<file path="src/rtl/flap_controller.sv">
// Flap pushbutton conditioning (synchronize, debounce, one-shot, cooldown)
// and the top-level game FSM that drives the bird physics block.
module flap_controller #(
    parameter int DEBOUNCE_CYCLES = 4,
    parameter int COOLDOWN_CYCLES = 3
) (
    input  logic clk,
    input  logic reset,
    input  logic key_n,
    input  logic collision,
    output logic enable,
    output logic restart,
    output logic flap,
    output logic game_over
);

    localparam int DW = $clog2(DEBOUNCE_CYCLES + 1);
    localparam int CW = (COOLDOWN_CYCLES > 0) ? $clog2(COOLDOWN_CYCLES + 1) : 1;

    typedef enum logic [1:0] {IDLE, PLAY, DEAD, RSTRT} state_t;

    logic          sync1_reg, sync2_reg;
    logic          key_s;
    logic          key_db_reg, key_db_next, key_db_d_reg;
    logic [DW-1:0] cnt_reg, cnt_next;
    logic [CW-1:0] cool_reg, cool_next;
    logic          press;
    state_t        state_reg, state_next;
    logic          enable_reg, restart_reg, flap_reg, game_over_reg;
    logic          flap_next;

    assign key_s = ~sync2_reg;
    assign press = key_db_reg & ~key_db_d_reg;

    // Counter only runs while the synchronized key disagrees with the debounced one
    always_comb begin
        key_db_next = key_db_reg;
        cnt_next    = '0;
        if (key_s != key_db_reg) begin
            if (cnt_reg == DW'(DEBOUNCE_CYCLES - 1)) begin
                key_db_next = key_s;
            end else begin
                cnt_next = cnt_reg + 1'b1;
            end
        end
    end

    always_comb begin
        state_next = state_reg;
        flap_next  = 1'b0;
        cool_next  = (cool_reg != '0) ? cool_reg - 1'b1 : '0;
        case (state_reg)
            IDLE: begin
                if (press) state_next = PLAY;
            end
            PLAY: begin
                // Collision wins over a same-cycle press
                if (collision) begin
                    state_next = DEAD;
                end else if (press && cool_reg == '0) begin
                    flap_next = 1'b1;
                    cool_next = CW'(COOLDOWN_CYCLES);
                end
            end
            DEAD: begin
                if (!collision && press) state_next = RSTRT;
            end
            RSTRT: begin
                state_next = IDLE;
            end
            default: state_next = IDLE;
        endcase
    end

    always_ff @(posedge clk or posedge reset) begin
        if (reset) begin
            sync1_reg     <= 1'b1;
            sync2_reg     <= 1'b1;
            key_db_reg    <= 1'b0;
            key_db_d_reg  <= 1'b0;
            cnt_reg       <= '0;
            cool_reg      <= '0;
            state_reg     <= IDLE;
            enable_reg    <= 1'b0;
            restart_reg   <= 1'b0;
            flap_reg      <= 1'b0;
            game_over_reg <= 1'b0;
        end else begin
            sync1_reg     <= key_n;
            sync2_reg     <= sync1_reg;
            key_db_reg    <= key_db_next;
            key_db_d_reg  <= key_db_reg;
            cnt_reg       <= cnt_next;
            cool_reg      <= cool_next;
            state_reg     <= state_next;
            enable_reg    <= (state_next == PLAY);
            restart_reg   <= (state_next == RSTRT);
            flap_reg      <= flap_next;
            game_over_reg <= (state_next == DEAD);
        end
    end

    assign enable    = enable_reg;
    assign restart   = restart_reg;
    assign flap      = flap_reg;
    assign game_over = game_over_reg;

endmodule

</file>
<file path="config.mk">
export PLATFORM = sky130hd
export DESIGN_NAME = flap_controller
export DESIGN_NICKNAME = d
export VERILOG_FILES = /design/src/rtl/flap_controller.sv
export SDC_FILE = /design/constraint.sdc
export NUM_CORES = 1
export LEC_CHECK = 0
export CAP_MARGIN = 25
export CORE_AREA = 10 10 47 49
export CTS_BUF_LIST = sky130_fd_sc_hd__clkbuf_8
export CTS_CLUSTER_DIAMETER = 100
export CTS_CLUSTER_SIZE = 24
export DETAILED_ROUTE_END_ITERATION = 16
export DIE_AREA = 0 0 57 59
export PLACE_DENSITY = 0.74
export REMOVE_ABC_BUFFERS = 1
export SYNTH_ARGS = -nofsm -noshare
export SYNTH_HDL_FRONTEND = slang
export SYNTH_SLANG_ARGS = --single-unit
</file>
<file path="constraint.sdc">
create_clock -name clk -period 1.5 [get_ports clk]
set_input_delay 0.375 -clock clk [delete_from_list [all_inputs] [get_ports clk]]
set_output_delay 0.375 -clock clk [all_outputs]
set_load 0.01 [all_outputs]
</file>
==> impl_metrics.tcl, run 1 <==
set metrics [dict create \
    rsz0062_at_grt "false" \
    clk_path_buf_depth 2 \
    layout-drive-gt1-share_pct 17.0 \
    rows 14 \
    worst_slack_ns 0.0285 \
    place.gp.congestion 0.806 \
    cp_cell_sequence "clkdlybuf4s50_1" \
    outcome "completed" \
    drv_cap 0 \
    ys_ff_latch 15 \
    critPathMaxStageDelay_ns 0.53 \
    powerDensity_mw_per_mm2 1670 \
    finalSetupViolCount 0 \
    syn_area_per_cell_um2 14.0 \
    rr_startpoint "state_reg[1]$_DFF_PP0_" \
    post_cts_buffers 0 \
    largest_register_ffs 3 \
    die-area_mm2 0.00336 \
    utilization_pct 51.2 \
    core-area_mm2 0.00140 \
    crit_buf_inv 1 \
    ys_seq_area_share_pct 67.7 \
    grt_max_degree 10 \
    finalNonFillerCells 69 \
    timing.fmax_mhz 680 \
    worstSetupStartpointType "flip-flop" \
    worstPathMaxFanout 1 \
    viasPerCell 4.87 \
    rrSetupSlack_ns 0.35 \
    maxSlewViolCount 0 \
    drc 0 \
    wire_per_inst_um 13.0 \
    grt_pass1_vias 340 \
    die_w_um 57 \
    hold_violations 0 \
    endpoint_kind "primary output" \
    antenna_found_initial 0 \
    p_total_mw 1.20 \
    pin_count 8 \
    nNetsFinal 59 \
    diodes 0 \
    htreeDepth 1 \
    fin_crit_ns 1.47 \
    cp.arrival_ns 1.10 \
    cp_top_family "buffers and inverters" \
    cts_buffers 3 \
    initial_utilization_pct 39.8 \
    insertion_delay_ns 0.25 \
    area_growth_pct 28.5 \
    tightest_slew_ns 0.419 \
    holdBufCountCts 0 \
    cts_root_buf "clkbuf_8" \
    dpl.cell_count 65 \
    grt.total_usage_pct 5.92 \
    worstRegToRegCells 2 \
    overflow 0 \
    ys_warn_count 0 \
    cellLeakagePower_nw 0.370 \
    slew_headroom_pct 72.0 \
    fp.dieH_um 59 \
    r2r_end "enable$_DFF_PP0_" \
    timing.final.crit_share_pct 98.1 \
    cts_resized 0 \
    cp.required_ns 1.12 \
    criticalPathCategory "flip-flop to primary output" \
    first_iter_violations 8 \
    hold_class "primary input to asynchronous set/reset pin" \
    drtPass1Iterations 2 \
    pre_cts_ws_ns -0.0342 \
    finClkSkew_ns 0.000925 \
    clock-sinks 15 \
    grt_pass1_wl_mm 1.50 \
    syn_inst 40 \
    ant_nets 0 \
    vias 336 \
    clkTransAtPathRegs_ns 0.06 \
    numPortBuffers 7 \
    synth_area_um2 558 \
    cts_tree "built" \
    wirelength_um 894 \
    ys_types 21 \
    vdd_drop_max_mv 1.06 \
    cpMaxStageDelayCell "clkdlybuf4s50_1" \
]
## worst max-delay path by stage
stage	cells after the start	start	to
6_report	1	flap$_DFF_PP0_	flap
5_1_grt	1	flap$_DFF_PP0_	flap
4_1_cts	1	enable$_DFF_PP0_	enable
3_5_place_dp	3	collision	cool_reg[0]$_DFF_PP0_
3_3_place_gp	3	collision	cool_reg[0]$_DFF_PP0_
2_1_floorplan	2	state_reg[1]$_DFF_PP0_	state_reg[0]$_DFF_PP0_
## power by group
part	switching [mW]	internal, mW	leakage [nW]
clock	0.138	0.184	0.0255
combinational	0.129	0.151	0.153
sequential	0.0790	0.515	0.192
## cell usage after synthesis
cell,instances,area [um2]
nor2b_1,1,6.26
ha_1,1,12.5
nor3_1,1,5.00
mux2i_1,1,10.0
and2_1,1,6.26
o31ai_2,1,12.5
nor3b_1,3,22.5
nand2b_1,3,18.8
nor4b_1,1,8.76
a22o_1,1,8.76
nand2_1,1,3.75
nand3b_1,1,7.51
inv_1,2,7.51
dfstp_2,2,52.6
or3b_1,1,8.76
dfrtp_1,13,325
nor2_1,1,3.75
or4b_1,1,10.0
o21ai_0,2,10.0
xor2_1,1,8.76
o221ai_1,1,8.76
## through the flow
| step | hold slack [ns] | setup TNS (ns) | area, um2 |
|---|---|---|---|
| after floorplan | 0.275 | 0 | 558 |
| after global placement | 0.347 | -0.00219 | 663 |
| after detailed placement | 0.351 | -0.0532 | 663 |
| after CTS | 0.360 | 0 | 709 |
| after global routing | 0.363 | 0 | 717 |
| final | 0.358 | 0 | 717 |
## cells in the final DEF (no fill, tap or decap), types with 2 or more instances in the layout
master	synthesis	final
nand2b_1	3	3
clkbuf_8	0	3
nor3b_1	3	3
buf_4	0	2
clkdlybuf4s50_1	0	4
dfstp_2	2	2
inv_1	2	2
dlymetal6s2s_1	0	3
o21ai_0	2	2
dfrtp_1	13	13
## final cells by class
cell class | instances | area [um2]
clock buffers | 3 | 41.3
clock inverters | 1 | 5.00
fillers | 130 | 684
inverters | 2 | 7.51
multi-input cells | 23 | 173
flip-flops and latches | 15 | 378
well taps | 16 | 20.0
repair buffers | 9 | 92.6
## metal layers
metal | GRT usage [%] | wire length (um) | vias to the layer above
met5 | 0 | 0 | -
met4 | 8.05 | 44 | 0
met3 | 1.93 | 58 | 4
met2 | 6.67 | 327 | 9
met1 | 7.29 | 465 | 156
li1 | - | - | 167
## logic make-up (layout without fill, tap and decap cells)
family	Yosys count	after routing	share of synthesized area [%]
fa+ha+maj	1	1	2.24
simple gates	15	15	18.2
buf+inv	2	15	1.35
flops	15	15	67.7
xor+xnor	1	1	1.57
mux	1	1	1.79
compound gates	5	5	7.18
(Power assumes the default switching activity.)
==> run 2: changes to the inputs <==
==> constraint.sdc (replaced) <==
create_clock -name clk -period 1.7 [get_ports clk]
set_input_delay 0.425 -clock clk [delete_from_list [all_inputs] [get_ports clk]]
set_output_delay 0.425 -clock clk [all_outputs]
set_load 0.01 [all_outputs]
==> run 2 against run 1 <==
Against the previous run:
- via count grew 2.1%
- highest routed layer unchanged
- design area fell by 3.1%
- routed wire length grew 7.6%
- clock-buffer cell count stayed put
==> impl_metrics.tcl, run 2 (synthesized netlist as in run 1, its figures left out) <==
set metrics [dict create \
    maxSlewViolCount 0 \
    wire_per_inst_um 14.4 \
    p_total_mw 1.06 \
    multi_input_area_um2 173 \
    numPortBuffers 7 \
    rows 14 \
    clkTransAtPathRegs_ns 0.06 \
    cts_root_buf "clkbuf_8" \
    finClkSkew_ns 0.00123 \
    hold_class "flip-flop to flip-flop" \
    post_cts_buffers 0 \
    viasPerCell 5.12 \
    dpl.hpwl_um 750 \
    fin_crit_ns 1.53 \
    layout-drive-gt1-share_pct 13.7 \
    rsz0062_at_grt "false" \
    largest_register_ffs 3 \
    finalNonFillerCells 67 \
    fp.dieH_um 59 \
    cts_buffers 3 \
    drv_cap 0 \
    endpoint_kind "primary output" \
    antenna_found_initial 0 \
    grt_pass1_wl_mm 1.75 \
    area_growth_pct 24.4 \
    clock-sinks 15 \
    overflow 0 \
    critPathCapture "flap" \
    initial_utilization_pct 39.8 \
    tightest_slew_ns 0.536 \
    htreeDepth 1 \
    vdd_drop_max_mv 0.705 \
    insertion_delay_ns 0.24 \
    register_area_um2 378 \
    critPathMaxStageDelay_ns 0.53 \
    final_cell_mix "dfrtp_1, clkdlybuf4s50_1, nand2b_1, nor3b_1, clkbuf_8" \
    cellLeakagePower_nw 0.314 \
    r2r_end "cool_reg[0]$_DFF_PP0_" \
    place.gp.congestion 0.810 \
    mostFrequentLayoutCell "dfrtp_1" \
    timing.fmax_mhz 654 \
    die-area_mm2 0.00336 \
    grt_max_degree 16 \
    criticalPathCategory "flip-flop to primary output" \
    worstPathMaxFanout 1 \
    cp.arrival_ns 1.10 \
    crit_buf_inv 1 \
    finalSetupViolCount 0 \
    grt.total_usage_pct 7.11 \
    outcome "completed" \
    cpMaxStageDelayCell "clkdlybuf4s50_1" \
    nNetsFinal 57 \
    cts_tree "built" \
    cp_top_family "buffers and inverters" \
    dpl.cell_count 63 \
    grt_pass1_vias 371 \
    utilization_pct 49.6 \
    diodes 0 \
    holdBufCountCts 0 \
    drtPass1Iterations 4 \
    pin_count 8 \
    wirelength_um 962 \
    cp_cell_sequence "clkdlybuf4s50_1" \
    setup-tns-final_ns 0 \
    slew_headroom_pct 64.3 \
    clk_path_buf_depth 2 \
    powerDensity_mw_per_mm2 1530 \
    hold_violations 0 \
    crit_cells 1 \
    worstRegToRegCells 2 \
    fillers 135 \
    crit_start "flap$_DFF_PP0_" \
    holdWs_ns 0.361 \
    cp.required_ns 1.27 \
    worstSetupStartpointType "flip-flop" \
    die_w_um 57 \
    ant_nets 0 \
    rrSetupSlack_ns 0.54 \
    cts_resized 0 \
    core-area_mm2 0.00140 \
    drc 0 \
    vias 343 \
    timing.final.crit_share_pct 89.9 \
    rr_startpoint "key_db_reg$_DFFE_PP0P_" \
    first_iter_violations 4 \
]
run 2: cell types whose count changed in the layout (fill, tap and decap cells not counted), sizes merged:
cell and change:
buf -2, clkdlybuf4s50 +3, dlymetal6s2s -3
run 2: per-layer routing:
layer,routed length [um],vias to the layer above,track usage (%)
li1,-,161,-
met1,405,166,7.18
met2,444,12,9.92
met3,88,4,4.72
met4,24,0,6.04
met5,0,-,0
run 2: per-stage QoR:
stage / area, um2 / setup slack [ns]
global route: 694 / 0.112
floorplan: 558 / 0.609
global placement: 648 / 0.111
finish: 694 / 0.172
CTS: 694 / 0.154
detailed placement: 648 / 0.0115
run 2: cell type report:
| class | instances | area share (%) |
|---|---|---|
| inverters | 2 | 1.08 |
| repair buffers | 7 | 10.1 |
| flip-flops and latches | 15 | 54.4 |
| clock buffers | 3 | 5.95 |
| clock inverters | 1 | 0.721 |
| well taps | 16 | 2.88 |
| multi-input cells | 23 | 24.9 |
run 2: how the worst min path moves through the flow:
stage / from / to / slack, ns / cells past startpoint
final: sync1_reg$_DFF_PP1_ / sync2_reg$_DFF_PP1_ / 0.36 / 0
after global routing: sync1_reg$_DFF_PP1_ / sync2_reg$_DFF_PP1_ / 0.37 / 0
after CTS: sync1_reg$_DFF_PP1_ / sync2_reg$_DFF_PP1_ / 0.36 / 0
after detailed placement: sync1_reg$_DFF_PP1_ / sync2_reg$_DFF_PP1_ / 0.35 / 0
after global placement: sync1_reg$_DFF_PP1_ / sync2_reg$_DFF_PP1_ / 0.35 / 0
after floorplan: reset / cnt_reg[0]$_DFF_PP0_ / 0.33 / 1
run 2: report_power, final:
| group | internal [mW] | switching (mW) | total, mW |
|---|---|---|---|
| sequential | 0.454 | 0.0731 | 0.528 |
| combinational | 0.134 | 0.119 | 0.253 |
| clock | 0.162 | 0.118 | 0.280 |
==> RTL change 1: new RTL, settings of run 1 <==
Reset style: synchronous (`reset`), changed in one clocked block.
--- a/src/rtl/flap_controller.sv
+++ b/src/rtl/flap_controller.sv
@@ -72,7 +72,7 @@
         endcase
     end
 
-    always_ff @(posedge clk or posedge reset) begin
+    always_ff @(posedge clk) begin
         if (reset) begin
             sync1_reg     <= 1'b1;
             sync2_reg     <= 1'b1;
Function: differs if reset is asserted again (counterexample within 10 cycles, from zero or initial values and one cycle with reset high); with reset held inactive, the same outputs for 10 cycles.
==> RTL change 1 against run 1 <==
Synthesized area shrank 4.3%. First-iteration DRC count is 88% lower. Sequential share of layout area is 8.7 points lower. Synthesized cell count grew 28%. Global-route usage down 0.20 points. Wire length fell by 11%. Sequential cell count unchanged. Setup slack better by 23 ps. Final area decreased by 4.9%. Maximum frequency up 1.6%. Critical path type unchanged.
Power is not compared: it rests on default switching activity, and its combinational part moved more than twofold at a synthesized area within 25%.
==> RTL change 1: results <==
[sta]
post-route-min-period_ps = 1450
tightest_slew_ps = 311
fin_hold_ws_ps = 406
finalClockSkew_ps = 0.404

[yosys]
synth_area_leaders = dfxtp_1 (56%), ha_1 (4.7%), nor3b_2 (4.7%), nor2_1 (3.5%), nor2_2 (3.5%)
synth_commonest_cells = dfxtp_1 (15), nor2_1 (5), inv_1 (4)
seq_area_frac_synth_pct = 56.2
synthCells = 51
synthArstFlopShare_pct = 0
yosysUniqueCellTypes = 22

[global_routing]
antenna_found_initial = 0
grtUsageTotal_pct = 5.72
grt_pass1_vias = 388
grt_pass1_wl_um = 1570
grt_max_degree = 9

[route]
drtIter0Drc = 1
dr.pass1.iters = 2
via_per_inst = 4.67
wl_per_cell_um = 10.0

[status]
status = complete, no violations

[cells_and_area]
multi_input_area_share_pct = 31.4
n_fill_cell = 140
clk_share_pct = 6.61
layout.nets = 70
buffers = 9
register_area_um2 = 300
drive_above_1_share_pct = 22.2
multi_input_cells = 31
buf_share_pct = 12.8
antenna_cells = 0
seq_cells = 15
finalNonFillerCells = 79
inverters_excl_clock = 4

[cts]
cts_max_level = 1
cts_root_buffer = clkbuf_8
numCtsBuffers = 3

[placement]
place_inst = 75
place_area_um2 = 634
place_ws_ps = -6.48
io_buffer_count = 7
place.gp.congestion = 0.706

[power_and_ir_drop]
peakVddDrop_mv = 0.560

[critical_path]
r2r_start = cnt_reg[0]$_SDFF_PP0_
cp_slowest_cell = clkdlybuf4s50_1
crit_path_end = restart
r2r_setup_slack_ps = 220
r2r-end = cnt_reg[0]$_SDFF_PP0_
reg2reg_depth = 4
crit_arrival_ps = 1070
setup.worst_path.start = restart$_SDFF_PP0_
path_max_fanout = 1

[hold_path]
hold_start = sync1_reg$_SDFF_PP1_
hp-class = reg2reg
hold_path_end = sync2_reg$_SDFF_PP1_
RTL change 1: kinds of logic after synthesis:
logic type	share of synthesized area [%]
AOI/OAI and AO/OA	9.37
xor gates and xnor gates	1.64
adders and majority gates	4.68
buffers and inverters	3.75
DFF	56.2
and+or+nand+nor	24.4
RTL change 1: where the power goes:
part | switching, mW | leakage (nW) | internal [mW]
combinational | 0.0105 | 0.123 | 0.0141
clock | 0.123 | 0.0269 | 0.181
sequential | 0.00145 | 0.121 | 0.402
RTL change 1: timing repair:
action | in CTS | in global routing
hold buffers | 0 | 0
resized for setup | 0 | 1
setup endpoints to repair | 0 | 1
hold endpoints to repair | 0 | 0
RTL change 1: layer usage:
| metal | up-vias | global-route usage, % | wire, um |
|---|---|---|---|
| met5 | - | 0 | 0 |
| met4 | 0 | 5.03 | 11 |
| met3 | 2 | 2.36 | 37 |
| met2 | 7 | 8.37 | 347 |
| met1 | 166 | 6.22 | 398 |
| li1 | 194 | - | - |
==> RTL change 2: new RTL, config.mk and constraints of run 1 <==
Without the edit above. The parameter `COOLDOWN_CYCLES` goes from 3 to 2.
--- a/src/rtl/flap_controller.sv
+++ b/src/rtl/flap_controller.sv
@@ -2,7 +2,7 @@
 // and the top-level game FSM that drives the bird physics block.
 module flap_controller #(
     parameter int DEBOUNCE_CYCLES = 4,
-    parameter int COOLDOWN_CYCLES = 3
+    parameter int COOLDOWN_CYCLES = 2
 ) (
     input  logic clk,
     input  logic reset,
Check against the original RTL: same outputs for any inputs over 10 cycles, from zero or initial values and one cycle with reset high; that may be too few to reach the edited logic, so the function may still have changed.
==> RTL change 2 against run 1 <==
Largest cell class unchanged. Highest routed layer unchanged. Setup slack improved by 200 ps. Power increased by 2.3%. Final cell count unchanged. Critical path depth unchanged. Wire length increased by 7.9%. Final area increased by 0.70%. Die area unchanged. Sequential cell count unchanged. Sequential power increased by 1%. Hold slack got worse by 0.75 ps. First-iteration DRC count decreased by 38%. Register-to-register slack improved by 80 ps. Sequential share of layout area decreased by 0.37 points. Synthesized area increased by 2.5%.
==> RTL change 2: results <==
[status]
status = complete, no violations

[placement]
dp_hpwl_um = 626
place_area_um2 = 669
place_ws_ps = 70.1
place.gp.congestion = 0.755
io_buffer_count = 7

[yosys]
synth-xor-area-share_pct = 1.53
synth_commonest_cells = dfrtp_1 (13), nand2b_1 (3)
seq_area_frac_synth_pct = 66.1
synth_compound_gate_area_share_pct = 5.47
synth_area_leaders = dfrtp_1 (57%), dfstp_2 (9.2%), nand2b_1 (3.3%), nor3b_1 (2.6%), nor4b_2 (2.6%)
synth_mux_area_share_pct = 1.75
synthAdderAreaFrac_pct = 2.19
synthCells = 41

[cells_and_area]
n_fill_cell = 132
largest_reg_flops = 3
drive_above_1_share_pct = 18.9
layout.nets = 59
syn2layout_area_growth_pct = 26.3

[global_routing]
grtUsageTotal_pct = 6.63
grtUsageMet1_pct = 6.44
use_met3_pct = 4.08
grt_max_degree = 16
grt_pass1_wl_um = 1660
grt_pass1_vias = 387
met2_usage_pct = 9.46
top_usage_layer = met2

[power_and_ir_drop]
leakage_nw = 0.377
peakVddDrop_mv = 0.703
p_sw_mw = 0.361

[cts]
cts_buffer_depth = 2
cts_max_level = 1
cts_resized = 1
clkTransAtPathRegs_ps = 60
cts_root_buffer = clkbuf_8

[sta]
fmax_mhz = 787
maxSlewHeadroom_pct = 82.1
finalClockSkew_ps = 5.14
fin_hold_ws_ps = 357
setup_viol = 0

[route]
dr.pass1.iters = 5
drtIter0Drc = 5
wl_met3_um = 119
top_layer_used = met4
wl_um = 965
drt-met1-wl_um = 409
via_per_inst = 5.04
wl_met2_um = 422

[critical_path]
crit_arrival_ps = 900
critPathTopFamily = flip-flops
reg2reg_depth = 3
r2r_start = cnt_reg[0]$_DFF_PP0_
setup.worst_path.start = flap$_DFF_PP0_
r2r-end = key_db_reg$_DFFE_PP0P_
cp_slowest_cell = dfrtp_1
r2r_setup_slack_ps = 430
critPathMaxStageDelay_ps = 370

[hold_path]
hold_path_end = sync2_reg$_DFF_PP1_
hp-class = reg2reg
-- RTL change 2: power groups by stage --
| stage | clock network (mW) | logic, mW | registers [mW] |
|---|---|---|---|
| after floorplan | 0 | 0.190 | 0.602 |
| after global placement | 0 | 0.300 | 0.606 |
| after detailed placement | 0 | 0.304 | 0.608 |
| after CTS | 0.334 | 0.309 | 0.605 |
| after global routing | 0.351 | 0.342 | 0.624 |
| final | 0.324 | 0.298 | 0.602 |
-- RTL change 2: layout make-up --
class | instances | share of cell area (%)
Sequential cell | 15 | 52.3
Multi-Input combinational cell | 24 | 25.8
Timing Repair Buffer | 8 | 11.6
Clock buffer | 3 | 5.72
Tap cell | 16 | 2.77
Inverter | 2 | 1.04
Clock inverter | 1 | 0.693
-- RTL change 2: kinds of logic after synthesis --
kind of cell | count (synthesis)
DFF | 15
buffers and inverters | 2
and+or+nand+nor | 17
muxes | 1
xor gates and xnor gates | 1
AOI/OAI and AO/OA | 4
adders and majority gates | 1
